File: src/rtl/ber_checker_pkg.sv
// ber_checker_pkg: state encoding, default widths and the PRBS9 generator shared by the BER checker, transmitter and bench
package ber_checker_pkg;
  typedef enum logic [1:0] {IDLE = 2'd0, SEARCH = 2'd1, LOCKED = 2'd2} state_t;
  localparam int NB_INPUT_DEF = 8;
  localparam int NB_DELAY_DEF = 9;
  localparam int NB_CNT_DEF = 64;
  localparam logic [8:0] PRBS9_POLY = 9'h110;
  localparam logic [8:0] PRBS9_SEED = 9'h1AA;
  // x^9 + x^5 + 1 Fibonacci step; the transmitted bit is state[8]
  function automatic logic [8:0] prbs9_next(input logic [8:0] s);
    return {s[7:0], ^(s & PRBS9_POLY)};
  endfunction
endpackage

File: src/rtl/ber_ref_delay_line.sv
// ber_ref_delay_line: reference-bit shift register with a combinational tap selected by the candidate delay
module ber_ref_delay_line
  import ber_checker_pkg::*;
#(
  parameter int DEPTH    = 511,
  parameter int NB_DELAY = NB_DELAY_DEF
) (
  input  logic                clock,
  input  logic                reset,
  input  logic                i_clear,
  input  logic                i_shift,
  input  logic                i_bit,
  input  logic [NB_DELAY-1:0] i_delay,
  output logic                o_cand
);
  logic [DEPTH-1:0] sr;
  logic [NB_DELAY-1:0] idx;
  always_ff @(posedge clock or negedge reset)
    if (!reset) sr <= '0;
    else if (i_clear) sr <= '0;
    else if (i_shift) sr <= {sr[DEPTH-2:0], i_bit};
  // delay 0 compares against the bit arriving on this strobe
  always_comb begin
    idx = i_delay - NB_DELAY'(1);
    o_cand = (i_delay == '0) ? i_bit : sr[idx];
  end
endmodule

File: config.mk
export PLATFORM = sky130hd
export DESIGN_NAME = ber_ref_delay_line
export DESIGN_NICKNAME = d
export VERILOG_FILES = /design/src/rtl/ber_checker_pkg.sv /design/src/rtl/ber_ref_delay_line.sv
export SDC_FILE = /design/constraint.sdc
export NUM_CORES = 1
export LEC_CHECK = 0
export CORE_ASPECT_RATIO = 0.9
export CORE_MARGIN = 2
export CORE_UTILIZATION = 40
export CTS_CLUSTER_SIZE = 20
export DETAILED_ROUTE_END_ITERATION = 8
export HOLD_SLACK_MARGIN = 0.1
export PLACE_DENSITY = 0.6
export SYNTH_ARGS = -nofsm -noshare
export SYNTH_HDL_FRONTEND = slang
export SYNTH_SLANG_ARGS = --single-unit
File: constraint.sdc
create_clock -name clock -period 3.7 [get_ports clock]
set_clock_uncertainty 0.05 [all_clocks]
set_input_delay 0.37 -clock clock [delete_from_list [all_inputs] [get_ports clock]]
set_output_delay 0.37 -clock clock [all_outputs]
set_load 0.03 [all_outputs]
=== Word-level counts from Yosys, hierarchy flattened ===
Cells that the tools add are included.

* Register bits after elaboration: 511
* Output and inout port bits: 1
* Logic and storage cells: 10

* Add/subtract/negate cells: 1
* Magnitude comparators: 1
* Multiplexer cells: 5
* Reduce and logical (&&, ||, !) cells: 2

{| class="wikitable"
|+ Operator list
! operator !! count
|-
| 511-bit 2-to-1 mux || 2
|-
| 9-bit by 10-bit < comparator with 1-bit output, second input constant || 1
|-
| 1-bit binary-select mux with 9-bit select || 1
|-
| 9-bit logical NOT || 1
|-
| 9-bit by 1-bit subtractor with 9-bit output, second input constant || 1
|-
| 1-bit 2-to-1 mux || 2
|-
| 2-bit nonzero test || 1
|}

=== Longest topological paths before layout ===
* Word-level depth: 4
* Gate-level depth with buffers: 17
* Mapped depth without buffers: 10

=== Worst setup path after synthesis ===
No wires, ideal clock.

* Path type: input to output
* Start point: in i_delay[0]
* End point: out o_cand
* Arrival time: 3.546 ns
* Data required time: 3.280 ns
* Setup slack: -0.266 ns
* Stages on the path: 15
* Path buffers: 6
* Cell sequence: buf_2 -> buf_6 -> clkinv_1 -> ha_1 -> buf_4 -> buf_4 -> buf_2 -> buf_2 -> mux4_2 -> nand2_1 -> a21oi_1 -> o311ai_0 -> a21oi_1 -> a311oi_1 -> nand3_1

* Longest elaborated chain between the ends: 4
* Elaborated cells between the ends (all ways): 5
* Those cells by class: add/sub: 1; mux: 3; reduce/logical: 1

{| class="wikitable"
|+ Ends and longest elaborated chain
! item !! RTL line !! RTL
|-
| start, declared || ber_ref_delay_line.sv:13 || <nowiki>input logic [NB_DELAY-1:0] i_delay,</nowiki>
|-
| 9-bit by 1-bit subtractor with 9-bit output || ber_ref_delay_line.sv:24 || <nowiki>idx = i_delay - NB_DELAY'(1);</nowiki>
|-
| 1-bit binary-select mux with 9-bit select || ber_ref_delay_line.sv:25 || <nowiki>o_cand = (i_delay == '0) ? i_bit : sr[idx];</nowiki>
|-
| 1-bit 2-to-1 mux (implied by the code) || ber_ref_delay_line.sv:25 ||
|-
| 1-bit 2-to-1 mux * || ber_ref_delay_line.sv:25 ||
|-
| end, declared || ber_ref_delay_line.sv:14 || <nowiki>output logic o_cand</nowiki>
|}

Every way passes the cells marked *; elsewhere a longest branch is shown, timed or not. The select of a mux whose other input is x is not followed.

=== Worst setup path after layout ===
* Start point: reg sr[287]
* End point: out o_cand

* Longest elaborated chain between the ends: 3

{| class="wikitable"
|+ Ends and longest elaborated chain
! item !! RTL line !! RTL
|-
| start, declared || ber_ref_delay_line.sv:16 || <nowiki>logic [DEPTH-1:0] sr;</nowiki>
|-
| start signal, assigned || ber_ref_delay_line.sv:21 || <nowiki>else if (i_shift) sr <= {sr[DEPTH-2:0], i_bit};</nowiki>
|-
| 1-bit binary-select mux with 9-bit select || ber_ref_delay_line.sv:25 ||
|-
| 1-bit 2-to-1 mux (implied by the code) || ber_ref_delay_line.sv:25 ||
|-
| 1-bit 2-to-1 mux || ber_ref_delay_line.sv:25 ||
|}

No other way between the ends. The select of a mux whose other input is x is not followed.

==> metrics.txt <==
largest register by flop count=sr; Logic pwr share=0.101; setup violators final=1; ANT nets after route=0; I/O pin total=15; Critical Path Fanout Max=3; FF+latch area=12800 um2; final net count=2145; critical path required time=3280 ps; leakage=14.2 nW; max-cap violations=0; clk root buf=clkbuf_16; sequential share of power=0.450; Sink Count=511; syn avg cell area=12.0 um2; Clock power frac=0.449; total CTS buffers=54; Post-synth ARST share=1.00; Clk Latency, worst-skew pair=610 ps; total gr overflow=0; status=complete, but fails checks; commonest non-fill, non-tap cells in the layout=588 x mux2i_1, 530 x nor2_1, 511 x dfrtp_1; P_int=0.00941 W; GPL Wtd Cong=0.810; Cell Area, Synth=24800 um2; pre-CTS WS=-716 ps; synth unique cells=53; # rows=86; Total GRT Usage=0.181; share of post-route cells with drive strength above 1=0.171; number of register bits inferred by synthesis=511; Die ar.=64000 um2; die extent in y=240 um; Worst-Margin Slew=824 ps; synthesis-to-finish area growth=16.5%; syn nets=2088; biggest regs=sr x511; # fillers=5444; HPWL after detailed placement=35200 um; DRT iter0 DRCs=1300; crit path capture type=output port; max reg flops=511; total power draw=0.0124 W; Starting Density=0.404; H-Tree Depth=2; vias in the first global route=16610; pwr dens=430 nW/um2; drt drc=0; relative slew slack=0.451; TritonRoute pass-1 iters=5; crit path kind=reg -> out; routed vias=16170; ys flop type=dfrtp_1; Yosys warning count=0; number of synthesized flops with an enable pin=0; commonest non-fill, non-tap cell in the layout=mux2i_1; CP startpoint kind=register; Buffers on Ports=14; initial antenna violation count=0; Seq/Total Area, Yosys=0.515; Clock transition at path regs=60 ps; switching fraction of total power=0.243; Hold Violations, Final=0; worst vdd ir=336 uV; Syn Inst Count=2072; Chip Width=267 um; CTS tree=done; max-slew violations=0; sw power=0.00302 W; area of the multi-input gates=11500 um2; WL final=56800 um; largest net degree at the start of global routing=116; Tmin final=3710 ps; worst path arrival time=3290 ps; Max Root-Sink Buffers=3; Final Cycle Share=1.00; unrepaired setup endpoints after global routing=yes; Final WS setup=-11.8 ps; FMAX=0.269 GHz; Hold Crit Class=in -> reg; wire per inst=19.1 um; vias per cell=5.46; core area=61300 um2; first-pass GRT wire length=93000 um; failing checks=negative setup slack
[worst paths after layout]
check,startpoint,endpoint,slack (ps),cells past startpoint
worst max-delay path,sr[287],o_cand,-10,8
worst min-delay path,i_clear,sr[95],160,2
worst max register to register,sr[263],sr[264],2750,3
worst min register to register,sr[510],sr[510],480,2
max in group asynchronous,reset,sr[468],2290,3
min in group asynchronous,reset,sr[338],290,2
[final cells by class]
cell class                 instances  share of cell area
multi-input combinational       1393               0.397
timing repair buffer             166              0.0617
sequential                       511               0.442
clock inverter                    16             0.00615
clock buffer                      82              0.0577
tap                              792              0.0343
inverter                           3            0.000433
antenna                            1           0.0000866
[critical path, stage by stage (launching register included)]
cell and delay [ps]:
dfrtp_1 430, mux4_2 470, mux4_2 470, mux4_2 530, nand2_2 90, o31ai_2 110, a311oi_2 240, nand3_2 170
buf_6 180
[Yosys cell counts, types with 3 or more instances]
master      n  share of area
a21oi_1     7         0.0014
nand2_1    25         0.0038
o31ai_1     3        0.00091
mux2i_1   588           0.24
buf_2      24         0.0048
a22oi_1    10         0.0030
a211o_1     3         0.0011
o311ai_0    4         0.0014
buf_4       9         0.0027
o21ai_0     4        0.00081
o21ai_1     5         0.0010
mux4_2     99          0.090
and2_1      3        0.00076
a221o_1     5         0.0020
clkbuf_1   88          0.013
o21a_1      3        0.00091
nor2_1    533          0.081
buf_1      42         0.0064
o221ai_1    3         0.0011
dfrtp_1   511           0.52
a31oi_1     5         0.0013
a221oi_1   14         0.0049
xnor2_1     3         0.0011
nor3_1      7         0.0014
a22o_1      4         0.0014
nand3_1    17         0.0034
o211ai_1   15         0.0045
[routing by layer]
metal / global-route usage / wire length [um]
met1: 0.263 / 27600
met2: 0.281 / 25700
met3: 0.0308 / 2360
met4: 0.0490 / 1130
met5: 0 / 0
[through the flow]
stage	area [um2]	setup TNS (ps)	utilization	cells	hold WS [ps]
after floorplan	24800	0	-	2072	24.4
after global placement	26600	-662	0.434	2837	316
after detailed placement	26600	-716	0.434	2837	327
after CTS	28800	-69.4	0.470	2958	166
after global routing	28900	-108	0.471	2963	224
final	28900	-11.8	0.471	2964	162
[cell families after synthesis]
logic type                 synth area share
adders and majority gates           0.00101
AOI/OAI and AO/OA                    0.0306
buffers and inverters                0.0286
muxes                                 0.328
DFF                                   0.515
and+or+nand+nor                      0.0932
xor gates and xnor gates            0.00308
[power groups by stage]
stage          logic [W]  registers [W]  clock network (W)
6_report         0.00126        0.00559            0.00558
5_1_grt          0.00134        0.00559            0.00596
4_1_cts          0.00125        0.00559            0.00573
3_5_place_dp     0.00120        0.00569                  0
3_3_place_gp     0.00119        0.00569                  0
2_1_floorplan   0.000681        0.00569                  0
[repair_timing]
action                                  CTS  global route
hold endpoints to repair                 54             0
pin swaps                                10             6
hold buffers                              1             0
gates resized for setup                  28            10
setup buffers                            23             5
endpoints found under the setup margin    1             1
Note: power is estimated with default switching activity, not from simulation.
